$ cat src/rtl/multicycle_ctrl_pkg.sv
// Shared encodings for the multi-cycle RV32I sequencer: FSM states, trap causes,
// the legal opcode set and the per-cycle strobe bundle.
package multicycle_ctrl_pkg;

  localparam int unsigned STATE_W  = 3;
  localparam int unsigned CAUSE_W  = 2;
  localparam int unsigned OPCODE_W = 7;

  localparam logic [OPCODE_W-1:0] OPCODE_R       = 7'b0110011;
  localparam logic [OPCODE_W-1:0] OPCODE_I_ARITH = 7'b0010011;
  localparam logic [OPCODE_W-1:0] OPCODE_LOAD    = 7'b0000011;
  localparam logic [OPCODE_W-1:0] OPCODE_S       = 7'b0100011;
  localparam logic [OPCODE_W-1:0] OPCODE_B       = 7'b1100011;
  localparam logic [OPCODE_W-1:0] OPCODE_LUI     = 7'b0110111;
  localparam logic [OPCODE_W-1:0] OPCODE_AUIPC   = 7'b0010111;
  localparam logic [OPCODE_W-1:0] OPCODE_JAL     = 7'b1101111;
  localparam logic [OPCODE_W-1:0] OPCODE_JALR    = 7'b1100111;

  typedef enum logic [STATE_W-1:0] {
    ST_FETCH  = 3'd0,
    ST_DECODE = 3'd1,
    ST_EXEC   = 3'd2,
    ST_MEM    = 3'd3,
    ST_WB     = 3'd4,
    ST_HALT   = 3'd5,
    ST_TRAP   = 3'd6
  } state_e;

  typedef enum logic [CAUSE_W-1:0] {
    CAUSE_NONE     = 2'b00,
    CAUSE_ILLEGAL  = 2'b01,
    CAUSE_IMEM_TMO = 2'b10,
    CAUSE_DMEM_TMO = 2'b11
  } trap_cause_e;

  typedef struct packed {
    logic imem_req;
    logic dmem_req;
    logic dmem_we;
    logic ir_we;
    logic pc_we;
    logic pc_sel;
    logic reg_we;
  } strobe_t;

  // Opcodes the datapath can execute; anything else traps in DECODE.
  function automatic logic is_legal_opcode(input logic [OPCODE_W-1:0] op);
    case (op)
      OPCODE_R, OPCODE_I_ARITH, OPCODE_LOAD, OPCODE_S, OPCODE_B,
      OPCODE_LUI, OPCODE_AUIPC, OPCODE_JAL, OPCODE_JALR: return 1'b1;
      default: return 1'b0;
    endcase
  endfunction

endpackage

$ cat src/rtl/multicycle_ctrl_mem_wait_timer.sv
// Wait-cycle counter shared by instruction fetch and data access; flags the
// cycle in which a still-unanswered request has used up its timeout budget.
module multicycle_ctrl_mem_wait_timer #(
  parameter int unsigned TIMEOUT = 16
) (
  input  logic clk,
  input  logic rst_n,
  input  logic req_i,
  input  logic ready_i,
  output logic expired_o
);

  localparam int unsigned CW = $clog2(TIMEOUT);

  logic [CW-1:0] cnt_q, cnt_d;
  logic          waiting_c;

  assign waiting_c = req_i & ~ready_i;
  assign expired_o = waiting_c & (cnt_q == CW'(TIMEOUT - 1));

  // Count only unanswered request cycles; ready, idle or expiry restarts at zero.
  always_comb begin
    cnt_d = '0;
    if (waiting_c && !expired_o) begin
      cnt_d = cnt_q + CW'(1);
    end
  end

  always_ff @(posedge clk) begin
    if (!rst_n) begin
      cnt_q <= '0;
    end else begin
      cnt_q <= cnt_d;
    end
  end

endmodule

$ cat src/rtl/multicycle_ctrl.sv
// Multi-cycle RV32I sequencer: steps FETCH/DECODE/EXEC/MEM/WB, converts level
// decoder control into per-cycle strobes, handles halt, traps and retire count.
module multicycle_ctrl
  import multicycle_ctrl_pkg::*;
#(
  parameter int unsigned MEM_TIMEOUT = 16,
  parameter int unsigned CNT_W       = 32
) (
  input  logic                clk,
  input  logic                rst_n,
  input  logic [OPCODE_W-1:0] opcode,
  input  logic                dec_reg_wen,
  input  logic                dec_mem_rw,
  input  logic                dec_mem_to_reg,
  input  logic                dec_branch,
  input  logic                dec_jump,
  input  logic                branch_taken,
  input  logic                imem_ready,
  input  logic                dmem_ready,
  input  logic                halt_req,
  output logic                imem_req,
  output logic                dmem_req,
  output logic                dmem_we,
  output logic                ir_we,
  output logic                pc_we,
  output logic                pc_sel,
  output logic                reg_we,
  output logic                halted,
  output logic                trap,
  output logic [CAUSE_W-1:0]  trap_cause,
  output logic [CNT_W-1:0]    retired,
  output logic [STATE_W-1:0]  state
);

  state_e           state_q, state_d;
  trap_cause_e      cause_q, cause_d;
  logic [CNT_W-1:0] retired_q;
  strobe_t          strb;
  logic             retire_c;
  logic             wait_req_c;
  logic             wait_ready_c;
  logic             expired_c;
  state_e           next_fetch_c;

  assign wait_req_c   = (state_q == ST_FETCH) || (state_q == ST_MEM);
  assign wait_ready_c = (state_q == ST_FETCH) ? imem_ready : dmem_ready;

  multicycle_ctrl_mem_wait_timer #(
    .TIMEOUT (MEM_TIMEOUT)
  ) u_wait_timer (
    .clk       (clk),
    .rst_n     (rst_n),
    .req_i     (wait_req_c),
    .ready_i   (wait_ready_c),
    .expired_o (expired_c)
  );

  // A pending halt diverts any instruction boundary into HALT.
  assign next_fetch_c = halt_req ? ST_HALT : ST_FETCH;

  always_comb begin
    state_d  = state_q;
    cause_d  = cause_q;
    strb     = '0;
    retire_c = 1'b0;
    unique case (state_q)
      ST_FETCH: begin
        strb.imem_req = 1'b1;
        if (imem_ready) begin
          strb.ir_we = 1'b1;
          state_d    = ST_DECODE;
        end else if (expired_c) begin
          state_d = ST_TRAP;
          cause_d = CAUSE_IMEM_TMO;
        end
      end
      ST_DECODE: begin
        if (is_legal_opcode(opcode)) begin
          state_d = ST_EXEC;
        end else begin
          state_d = ST_TRAP;
          cause_d = CAUSE_ILLEGAL;
        end
      end
      ST_EXEC: begin
        if (dec_branch) begin
          strb.pc_we  = 1'b1;
          strb.pc_sel = branch_taken;
          retire_c    = 1'b1;
          state_d     = next_fetch_c;
        end else if (dec_mem_to_reg || dec_mem_rw) begin
          state_d = ST_MEM;
        end else begin
          state_d = ST_WB;
        end
      end
      ST_MEM: begin
        strb.dmem_req = 1'b1;
        strb.dmem_we  = dec_mem_rw;
        if (dmem_ready) begin
          if (dec_mem_rw) begin
            strb.pc_we = 1'b1;
            retire_c   = 1'b1;
            state_d    = next_fetch_c;
          end else begin
            state_d = ST_WB;
          end
        end else if (expired_c) begin
          state_d = ST_TRAP;
          cause_d = CAUSE_DMEM_TMO;
        end
      end
      ST_WB: begin
        strb.reg_we = dec_reg_wen;
        strb.pc_we  = 1'b1;
        strb.pc_sel = dec_jump;
        retire_c    = 1'b1;
        state_d     = next_fetch_c;
      end
      ST_HALT: begin
        if (!halt_req) begin
          state_d = ST_FETCH;
        end
      end
      ST_TRAP: begin
        state_d = ST_TRAP;
      end
      default: begin
        state_d = ST_FETCH;
      end
    endcase
  end

  always_ff @(posedge clk) begin
    if (!rst_n) begin
      state_q   <= ST_FETCH;
      cause_q   <= CAUSE_NONE;
      retired_q <= '0;
    end else begin
      state_q <= state_d;
      cause_q <= cause_d;
      if (retire_c) begin
        retired_q <= retired_q + CNT_W'(1);
      end
    end
  end

  // Strobes are forced low while reset is asserted so in-flight requests drop at once.
  assign imem_req   = rst_n & strb.imem_req;
  assign dmem_req   = rst_n & strb.dmem_req;
  assign dmem_we    = rst_n & strb.dmem_we;
  assign ir_we      = rst_n & strb.ir_we;
  assign pc_we      = rst_n & strb.pc_we;
  assign pc_sel     = rst_n & strb.pc_sel;
  assign reg_we     = rst_n & strb.reg_we;
  assign halted     = (state_q == ST_HALT);
  assign trap       = (state_q == ST_TRAP);
  assign trap_cause = cause_q;
  assign retired    = retired_q;
  assign state      = state_q;

endmodule
$ cat config.mk
export PLATFORM = sky130hd
export DESIGN_NAME = multicycle_ctrl
export DESIGN_NICKNAME = d
export VERILOG_FILES = /design/src/rtl/multicycle_ctrl_pkg.sv /design/src/rtl/multicycle_ctrl_mem_wait_timer.sv /design/src/rtl/multicycle_ctrl.sv
export SDC_FILE = /design/constraint.sdc
export NUM_CORES = 1
export LEC_CHECK = 0
export CAP_MARGIN = 10
export CORE_MARGIN = 2
export CORE_UTILIZATION = 47
export CTS_CLUSTER_SIZE = 12
export DETAILED_ROUTE_END_ITERATION = 7
export PLACE_DENSITY = 0.8
export RECOVER_POWER = 25
export SYNTH_ARGS = -nofsm -noshare
export SYNTH_HDL_FRONTEND = slang
export SYNTH_SLANG_ARGS = --single-unit
$ cat constraint.sdc
create_clock -name clk -period 1.9 [get_ports clk]
set_input_delay 0.285 -clock clk [delete_from_list [all_inputs] [get_ports clk]]
set_output_delay 0.285 -clock clk [all_outputs]
set_load 0.05 [all_outputs]
* Yosys cells after proc, flatten, opt, wreduce, memory -nomap -nowiden *
Index checks and enable logic that the tools add are counted.

operators by class
  $add $sub $neg = 2
  equality and inequality tests = 22
  multiplexer cells = 31
  bitwise operators = 10
  reductions and logical operators = 9

operators by type and width
  cell                                                   number
  adder 32 x 1 -> 32 bit, second input constant          1
  2-to-1 mux 3 bit                                       9
  equality test 7 x 6 -> 1 bit, second input constant    3
  equality test 7 bit, second input constant             3
  one-hot mux 3 bit (7 select lines)                     1
  equality test 7 x 5 -> 1 bit, second input constant    2
  2-to-1 mux 2 bit                                       7
  2-to-1 mux 1 bit                                       10
  bitwise AND 1 bit                                      9
  equality test 3 bit, second input constant             3
  OR reduction 9 bit                                     1
  inequality test 2 bit, second input constant           4
  equality test 7 x 2 -> 1 bit, second input constant    1
  equality test 3 x 2 -> 1 bit, second input constant    2
  one-hot mux 1 bit (3 select lines)                     2
  one-hot mux 2 bit (3 select lines)                     1
  AND reduction 6 bit                                    1
  adder 4 x 1 -> 4 bit, second input constant            1
  equality test 4 bit, second input constant             1
  inequality test 2 x 1 -> 1 bit, second input constant  2
  equality test 3 x 1 -> 1 bit, second input constant    1
  zero test 3 bit                                        1
  nonzero test 3 bit                                     1
  logical OR 1 bit                                       2
  other kinds (5)                                        5

storage, ports and cells
  flip-flop bits (word level) = 41
  input port bits = 18

* Depth between registers and ports, before layout *
Gate-level depths: netlist of the first run.

  depth after elaboration = 8
  depth in mapped cells = 8
  gate-level depth less buffers = 6

* By module *
From an unflattened synthesis of the first run, not the netlist that was laid out.

unflattened totals
  cells, all modules = 266
  area, all modules = 2208.4 um^2

by module, submodules not included
  module                          instances  cells each  area each (um^2)  seq. area each (um^2)
  multicycle_ctrl                 1          250         2047.0            740.7
  multicycle_ctrl_mem_wait_timer  1          16          161.4             80.1

* Worst setup path after synthesis of the first run *
Ideal clock, no wire load.

  path kind = reg2out
  from = register state_q[1] (netlist: state[1])
  to = output port dmem_we
  arrival time = 2.818 ns
  required time = 1.615 ns
  slack = -1.203 ns
  cell stages (with the launch flop) = 5
  path buffers = 1
  cells stage by stage = dfxtp_1 clkbuf_1 nand2_1 nor3_1 and2_1

on the way
  longest elaborated chain between the ends = 3

RTL lines
  what                          line                    text
  start: declaration            multicycle_ctrl.sv:35   state_e state_q, state_d;
  start signal: assignment      multicycle_ctrl.sv:140  state_q <= state_d;
  equality test 3 x 2 -> 1 bit  multicycle_ctrl.sv:66   unique case (state_q)
  2-to-1 mux 2 bit              multicycle_ctrl.sv:66
  bitwise AND 1 bit             multicycle_ctrl.sv:151  assign dmem_we = rst_n & strb.dmem_we;
  end: declaration              multicycle_ctrl.sv:23   output logic dmem_we,

Every way passes these cells.

* Worst setup path after layout of the first run *
  from = register retired_q[3] (netlist: retired[3])
  to = register retired_q[27] (netlist: retired[27])

on the way
  longest elaborated chain between the ends = 1

RTL lines
  what                      line                    text
  start: declaration        multicycle_ctrl.sv:37   logic [CNT_W-1:0] retired_q;
  start signal: assignment  multicycle_ctrl.sv:143  retired_q <= retired_q + CNT_W'(1);
  adder 32 x 1 -> 32 bit    multicycle_ctrl.sv:143

Every way passes these cells.
A chain may end at the register's enable or synchronous reset.

==> results of run 1 <==
final timing paths:
path | slack (ns) | startpoint | to | depth (start not counted)
max | -0.005 | retired[3] | retired[27] | 7
min | 0.45 | u_wait_timer.cnt_q[0] | u_wait_timer.cnt_q[0] | 1
max reg2reg | -0.005 | retired[3] | retired[27] | 7
min reg2reg | 0.45 | u_wait_timer.cnt_q[0] | u_wait_timer.cnt_q[0] | 1
layer usage:
metal,track usage,part of all wire
met1,0.277,0.43
met2,0.413,0.49
met3,0.0750,0.067
met4,0.0671,0.012
met5,0,0
kinds of logic after synthesis:
logic type | count (synthesis) | synth area share
buffers and inverters | 19 | 0.0351
XOR/XNOR | 13 | 0.0523
multiplexers | 4 | 0.0190
adder cells (fa/ha/maj) | 2 | 0.0115
AO/OA/AOI/OAI | 72 | 0.212
AND/OR/NAND/NOR | 119 | 0.293
flip-flops | 41 | 0.377
power groups by stage:
stage / clock network [mW] / registers [mW] / logic (mW)
2_1_floorplan: 0 / 1.04 / 0.328
3_3_place_gp: 0 / 0.958 / 0.717
3_5_place_dp: 0 / 0.959 / 0.721
4_1_cts: 0.639 / 0.939 / 0.724
5_1_grt: 0.676 / 0.947 / 0.773
6_report: 0.622 / 0.940 / 0.731
flip-flops by register name, indices dropped and copies added (netlist names):
register            flops
state                   3
retired                32
u_wait_timer.cnt_q      4
trap_cause              2
stage by stage:
| step | instances | hold WS (ns) | util | setup TNS, ns |
|---|---|---|---|---|
| 6_report | 415 | 0.449 | 0.760 | -0.00476 |
| 5_1_grt | 415 | 0.501 | 0.760 | -0.0479 |
| 4_1_cts | 408 | 0.452 | 0.743 | 0 |
| 3_5_place_dp | 400 | 0.441 | 0.721 | -3.70 |
| 3_3_place_gp | 400 | 0.433 | 0.721 | -2.63 |
| 2_1_floorplan | 270 | 0.418 | - | -0.0610 |
layout by cell type (no fill, tap or decap), drive strengths merged, types with 7 or more instances in the layout:
cell type	count
clkdlybuf4s50	50
buf	43
dfxtp	41
nor2	27
a21oi	23
o21ai	20
nand2	19
nand3	11
or3	11
xnor2	9
clkbuf	9
nand4	8
inv	8
and2	7
what timing repair did:
action,4_1_cts,5_1_grt
hold endpoints to repair,0,0
gates resized for setup,0,8
setup endpoints to repair,0,15
setup buffers,0,6
worst max-delay path: stages, from the launching register on:
cell	delay (ns)
dfxtp_4	0.38
and4_4	0.25
and4_4	0.25
nand4_1	0.17
buf_6	0.18
buf_4	0.13
o31ai_1	0.32
a21oi_2	0.10
area by class of cell:
type	instances	area, um^2	area share
clock buffer	7	96.3	0.0287
clock inverter	1	5.00	0.00149
timing repair buffer	96	945	0.282
multi-input combinational	210	1330	0.398
tap	52	65.1	0.0194
sequential	41	880	0.262
inverter	8	30.0	0.00895
==> flow_metrics.env, run 1 <==
export IMPL_avgSynthCellArea_um2=8.06
export IMPL_synth_top_cell_by_area="dfxtp_1"
export IMPL_ys_ff_latch=41
export IMPL_fillers=326
export IMPL_place_gp_congestion=0.897
export IMPL_hp_class="reg -> reg"
export IMPL_antenna_found_initial=0
export IMPL_synth_edf_count=0
export IMPL_synth_top_cell_area_share=0.377
export IMPL_drc=0
export IMPL_p_comb_frac=0.319
export IMPL_path_class="reg -> reg"
export IMPL_internal_power_mw=1.54
export IMPL_syn_num_nets=290
export IMPL_hold_viol=0
export IMPL_period_share=1.00
export IMPL_setup_viol=1
export IMPL_clock_fmax_ghz=0.525
export IMPL_synth_common_cells="dfxtp_1, nor2_1, a21oi_1"
export IMPL_async_flop_share=0
export IMPL_rsz0062_at_grt="true"
export IMPL_arrival_ns=2.08
export IMPL_path_clk_slew_ns=0.08
export IMPL_via_per_inst=5.77
export IMPL_grt_pass1_vias=2226
export IMPL_status="complete, but fails checks"
export IMPL_vias=2394
export IMPL_startpoint_type="register"
export IMPL_rows=24
export IMPL_numCtsBuffers=5
export IMPL_vdd_drop_max_mv=0.566
export IMPL_ys_warn_count=0
export IMPL_start_util=0.493
export IMPL_layout_drive_gt1_share=0.270
export IMPL_io_pins=64
export IMPL_cap_violations=0
export IMPL_die_area_mm2=0.00519
export IMPL_synth_area_top_cells="dfxtp_1, a21oi_1, nor2_1"
export IMPL_path_max_fanout=6
export IMPL_cts_max_level=2
export IMPL_antenna_cells=0
export IMPL_fp_dieW_um=72.0
export IMPL_cts_tree="yes"
export IMPL_synth_distinct_cells=47
export IMPL_dr_pass1_iters=4
export IMPL_cts_hold_buf=0
export IMPL_die_h_um=72.0
export IMPL_syn_area_mm2=0.00218
export IMPL_p_switching_mw=0.756
export IMPL_clkLatencyLatePin_ns=0.29
export IMPL_grt_usage=0.236
export IMPL_wl_per_cell_um=14.3
export IMPL_core_mm2=0.00441
export IMPL_area_delta_synth_final_pct=54.2
export IMPL_grt_max_degree=22
export IMPL_ant_nets=0
export IMPL_portBuffers=63
export IMPL_clock_skew_ns=0.0113
export IMPL_synth_cells=270
export IMPL_clk_path_buf_depth=2
export IMPL_layout_nets=382
export IMPL_power_density_mw_per_mm2=684
export IMPL_violations="negative setup slack"
export IMPL_slew_viol_final=0
export IMPL_p_sw_frac=0.330
export IMPL_preCtsSetupSlack_ns=-0.288
export IMPL_post_dp_cell_area_mm2=0.00318
export IMPL_setup_ws_ns=-0.00476
export IMPL_seqPwrFrac=0.410
export IMPL_grt_pass1_wl_mm=9.74
export IMPL_worstMarginPinSlew_ns=0.588
export IMPL_power_total_mw=2.29
export IMPL_drt_iter0_drc=137
export IMPL_dp_hpwl_mm=4.36
export IMPL_endpoint_kind="register"
export IMPL_cts_sinks=41
export IMPL_grt_overflow=0
export IMPL_p_clk_frac=0.271
export IMPL_root_buffer="clkbuf_8"
export IMPL_synth_ff_type="dfxtp_1"
export IMPL_leakage_nw=1.21
export IMPL_ys_seq_area_frac=0.377
export IMPL_worstPathRequired_ns=2.07
export IMPL_max_slew_margin=0.609
export IMPL_fin_crit_ns=1.90
export IMPL_design_area_mm2=0.00335
export IMPL_synth_most_common_cell="dfxtp_1"
export IMPL_wl_mm=5.92
(Power assumes the default switching activity.)
==> run 2: changes to the inputs <==
- SLEW_MARGIN: default -> 20
==> results of run 2 <==
Final layout, timing and power as in run 1 (identical DEF).
